**config.mk**
```make
export PLATFORM = sky130hd
export DESIGN_NAME = fetch_unit
export DESIGN_NICKNAME = d
export VERILOG_FILES = /design/src/rtl/fetch_unit.sv
export SDC_FILE = /design/constraint.sdc
export NUM_CORES = 1
export LEC_CHECK = 0
export ABC_AREA = 1
export ABC_CLOCK_PERIOD_IN_PS = 3600
export BUFFER_PORTS_ARGS = -buffer_cell sky130_fd_sc_hd__buf_4
export CORE_MARGIN = 2
export CORE_UTILIZATION = 52
export DETAILED_ROUTE_END_ITERATION = 12
export PLACE_DENSITY = 0.88
export SLEW_MARGIN = 20
export SYNTH_ARGS = -nofsm -noshare
export SYNTH_HDL_FRONTEND = slang
export SYNTH_SLANG_ARGS = --single-unit
```
**constraint.sdc**
```tcl
create_clock -name clk -period 3.6 [get_ports clk]
set_input_delay 0.54 -clock clk [delete_from_list [all_inputs] [get_ports clk]]
set_output_delay 0.54 -clock clk [all_outputs]
set_load 0.01 [all_outputs]
```
**src/rtl/fetch_unit.sv**
```systemverilog
// Instruction-fetch stage: owns the PC, fetches words over a req/ack handshake,
// presents Instr to decode and resolves beq/bne to choose the next PC.
module fetch_unit #(
  parameter logic [31:0] RESET_PC = 32'h0000_0000,
  parameter int          TIMEOUT  = 16
) (
  input  logic        clk,
  input  logic        rst,
  output logic        imem_req,
  output logic [31:0] imem_addr,
  input  logic        imem_ack,
  input  logic [31:0] imem_rdata,
  output logic [31:0] Instr,
  output logic        instr_valid,
  output logic [31:0] PC,
  output logic [31:0] PCPlus4,
  input  logic        Branch,
  input  logic        BranchN,
  input  logic        Zero,
  input  logic [31:0] imm_ext,
  input  logic        stall,
  output logic        fault
);

  localparam int          CW      = (TIMEOUT > 1) ? $clog2(TIMEOUT) : 1;
  localparam logic [CW-1:0] CNT_MAX = CW'(TIMEOUT - 1);
  localparam logic [31:0] PC0     = {RESET_PC[31:2], 2'b00};

  typedef enum logic [1:0] {S_IDLE, S_REQ, S_EXEC, S_HALT} state_t;

  state_t        state_q, state_d;
  logic [31:0]   pc_q, pc_d;
  logic [31:0]   instr_q, instr_d;
  logic          vld_q, vld_d;
  logic          fault_q, fault_d;
  logic [CW-1:0] cnt_q, cnt_d;
  logic          taken;
  logic [31:0]   pc_plus4;

  assign pc_plus4    = pc_q + 32'd4;
  assign taken       = (Branch & Zero) | (BranchN & ~Zero);

  assign imem_req    = (state_q == S_REQ);
  assign imem_addr   = pc_q;
  assign PC          = pc_q;
  assign PCPlus4     = pc_plus4;
  assign Instr       = instr_q;
  assign instr_valid = vld_q;
  assign fault       = fault_q;

  always_comb begin
    state_d = state_q;
    pc_d    = pc_q;
    instr_d = instr_q;
    vld_d   = vld_q;
    fault_d = fault_q;
    cnt_d   = cnt_q;
    case (state_q)
      S_IDLE: state_d = S_REQ;
      S_REQ: begin
        // An ack on the final allowed cycle still counts as a successful fetch.
        if (imem_ack) begin
          instr_d = imem_rdata;
          vld_d   = 1'b1;
          cnt_d   = '0;
          state_d = S_EXEC;
        end else if (cnt_q == CNT_MAX) begin
          fault_d = 1'b1;
          cnt_d   = '0;
          state_d = S_HALT;
        end else begin
          cnt_d = cnt_q + CW'(1);
        end
      end
      S_EXEC: begin
        if (!stall) begin
          pc_d    = pc_plus4 + (taken ? {imm_ext[29:0], 2'b00} : 32'd0);
          vld_d   = 1'b0;
          state_d = S_REQ;
        end
      end
      S_HALT: ;
      default: state_d = S_IDLE;
    endcase
  end

  always_ff @(posedge clk) begin
    if (rst) begin
      state_q <= S_IDLE;
      pc_q    <= PC0;
      instr_q <= '0;
      vld_q   <= 1'b0;
      fault_q <= 1'b0;
      cnt_q   <= '0;
    end else begin
      state_q <= state_d;
      pc_q    <= pc_d;
      instr_q <= instr_d;
      vld_q   <= vld_d;
      fault_q <= fault_d;
      cnt_q   <= cnt_d;
    end
  end

endmodule
```
==> summary.md <==
| Metric | Value |
|---|---|
| Share of cells above drive strength 1 | `between 20% and 30%` |
| Fin. max-slew vios | `0` |
| Clock power frac | `33.0%` |
| Initial Util | `53.5%` |
| # IOs | `roughly 200` |
| Core ar. | `~11000 µm²` |
| Gr usage total | `30.0%` |
| Routed wl met3 | `roughly 1.5 mm` |
| Final setup viols | `0` |
| Cts repair resizes | `0` |
| Final Hold Fails | `0` |
| RSZ-0062 raised after global routing | `no` |
| Peak VDD IR | `between 0.2 and 0.3 mV` |
| M1 WL | `between 7 and 8 mm` |
| Final setup TNS | `0 ns` |
| Clock buffer depth | `2` |
| Worst hold path class | `in -> reg` |
| Internal | `~1300 µW` |
| Critical path fanouts, max | `7` |
| Grt total ovfl | `0` |
| Top sig layer | `met4` |
| Power share of the combinational group | `around 24%` |
| Mean post-synth cell area | `5.95 µm²` |
| IO Port Bufs | `just under 200` |
| Sequential cell area fraction in the yosys report | `between 20% and 30%` |
| #FFs+latches synth | `70` |
| Fin util | `about two thirds` |
| Synth area leader | `dfxtp_1` |
| Final Skew | `approximately 0.015 ns` |
| Achievable frequency | `approximately 300 MHz` |
| Fin nets | `1239` |
| Hold_buf cts | `0` |
| Diode count | `0` |
| Worst setup margin | `roughly 0.26 ns` |
| Setup WS pre-CTS | `~0.40 ns` |
| Routed Antenna Nets | `0` |
| Crit. End Element | `flip-flop` |
| Sequential share of power | `a little over two fifths` |
| Most Frequent Cell on Critical Path | `nand2_1` |
| Clk sinks | `70` |
| Total Wirelength | `~18 mm` |
| Drt drc | `0` |
| Worst slew margin | `roughly a third` |
| Post-DP HPWL | `14.2 mm` |
| CTS clk-pin slew, worst paths | `0.10 ns` |
| Critical Path Max Stage Delay | `around 0.49 ns` |
| Async SR Flop Fraction | `0%` |
| H-Tree Depth | `3` |
| Met2 routed wirelength | `approximately 8.6 mm` |
| Crit start category | `flip-flop` |
| Share of the synthesized area in the top cell type | `24.2%` |
| Switching share of power | `34.4%` |
| Synth Warn # | `0` |
| Gpl congestion | `0.997` |
| Top FF cell, synth | `dfxtp_1` |
| Initial antenna violation count | `0` |
| Post-synth EDFFs | `0` |
| Mapped Cells | `between 900 and 1000` |
| DR iter-0 viols | `403` |
| Synth Cell Area | `a little under 6000 µm²` |
| Worst EP arrival | `~3.6 ns` |
| Final total power | `slightly below 2000 µW` |
| Die W | `110 µm` |
| CP Class | `reg -> reg` |
| Via/cell ratio | `between 5 and 6` |
| Avg WL per Cell | `13.8 µm` |
| CTS Buf Count | `9` |
| Lkg Pwr | `roughly 0.0042 µW` |
| CTS tree | `done` |
| Largest net degree at the start of global routing | `36` |
| Root buf cell | `clkbuf_8` |
| Via count | `between 6000 and 7000` |
| DRT Pass-1 Iters | `6` |
| FP Rows | `38` |
| Status | `finished clean` |
| Tmin final | `roughly 3.3 ns` |
| Post-synth top cells | `nand2_1, inv_1, nor2_1` |
| Crit-path slowest cell | `dfxtp_1` |
| Least-Margin Pin Slew | `approximately 0.98 ns` |
| Crit path required time | `3.87 ns` |
| Number of distinct library cells after synthesis | `34` |
| Clk Latency, worst-skew pair | `approximately 0.38 ns` |
| P&R area growth vs syn | `27.2%` |
| First-pass GRT wire length | `approximately 28 mm` |
| Setup Fix Bufs, Post-CTS | `0` |
| Die extent in y | `~110 µm` |
| Die footprint | `around 12000 µm²` |
| Tcrit/Tclk final | `92.8%` |
| Synth area leaders | `dfxtp_1, nand2_1, inv_1, nor2_1, a21oi_1` |
| Pwr per Cell Area | `between 200 and 300 nW/µm²` |
| Max_cap viols | `0` |
| Cell breakdown of the critical path | `nand3_1, nor2_2, nand3_2, nor2_2, nand3_2, nor3_2, xor2_1, ha_1, a21oi_1, o21ai_0, nand2_1, nand2_1, a21oi_1, nand2_1, nand2_1, nand3_1, nand2_1, inv_1` |
| Vias in the first global route | `a little under 6000` |
| Most common cell in the netlist | `nand2_1` |
| Net Switching | `678 µW` |
-- power groups by stage --
stage          registers, µW  clock network, µW  logic (µW)
4_1_cts                  838                659         479
3_3_place_gp             855                  0         468
5_1_grt                  843                693         531
6_report                 839                650         482
3_5_place_dp             856                  0         476
2_1_floorplan            866                  0         266
-- cells in the final DEF, fill, tap and decap left out, types with 3 or more instances in the layout --
cell	synthesis	final
nand3_1	45	45
nor2_2	4	5
dfxtp_1	70	70
a21o_1	3	3
a21oi_1	79	79
buf_4	36	202
nand2_2	5	5
nand4_1	9	9
nand2_1	284	284
inv_6	0	3
inv_1	169	169
nand3b_1	4	4
o21ai_0	27	26
conb_1	1	6
o21bai_1	5	5
and2_1	3	3
nor3_1	10	10
xor2_1	39	39
clkbuf_8	0	9
nor2_1	114	113
ha_1	31	31
-- path summary, 6_finish.rpt --
check | start | endpoint | slack, ns | depth (start not counted)
worst max-delay path | PC[4] | PC[28] | 0.26 | 18
worst min-delay path | stall | state_q[0] | 0.40 | 2
worst max register to register | PC[4] | PC[28] | 0.26 | 18
worst min register to register | Instr[11] | Instr[11] | 0.47 | 2
-- routing by layer --
layer | GRT usage, % | up-vias
met2 | 50.6 | 255
met5 | 0 | -
met3 | 7.88 | 42
met1 | 36.9 | 2953
met4 | 10.6 | 0
li1 | - | 3278
-- layout make-up --
cell class / instances / area [µm²]
Sequential cell: 70 / 1400
Clock inverter: 7 / 73.8
Fill cell: 969 / 3460
Multi-Input combinational cell: 683 / 3430
Tap cell: 140 / 175
Inverter: 169 / 634
Timing Repair Buffer: 203 / 1540
Clock buffer: 9 / 124
-- flip-flops by register name (all words and copies together), names as in the netlist --
signal       flops
Instr           32
fault            1
PC              30
state_q          2
instr_valid      1
cnt_q            4
-- through the flow --
stage,cell area [µm²],cells,hold WS [ns]
final,7380,1281,0.401
after detailed placement,7180,1265,0.455
after floorplan,5820,980,0.445
after global placement,7180,1265,0.451
after CTS,7380,1281,0.395
after global routing,7380,1281,0.396
-- worst max-delay path: cells and delay by family (launching register included) --
family | cells | cell delay (ns)
AO/OA/AOI/OAI | 3 | 0.55
XOR/XNOR | 1 | 0.34
adder cells (fa/ha/maj) | 1 | 0.35
buffers and inverters | 1 | 0.04
flip-flops | 1 | 0.49
AND/OR/NAND/NOR | 12 | 1.45
-- cell families (layout without fill, tap and decap cells) --
kind of cell	after synthesis	count (layout)	synth area share, %
other	1	6	0.0647
AND/OR/NAND/NOR	488	488	35.0
AO/OA/AOI/OAI	117	117	10.6
buffers and inverters	227	388	17.1
XOR/XNOR	40	40	6.04
adder cells (fa/ha/maj)	32	32	7.03
flip-flops	70	70	24.2
Power figures use the tool's default switching activity.
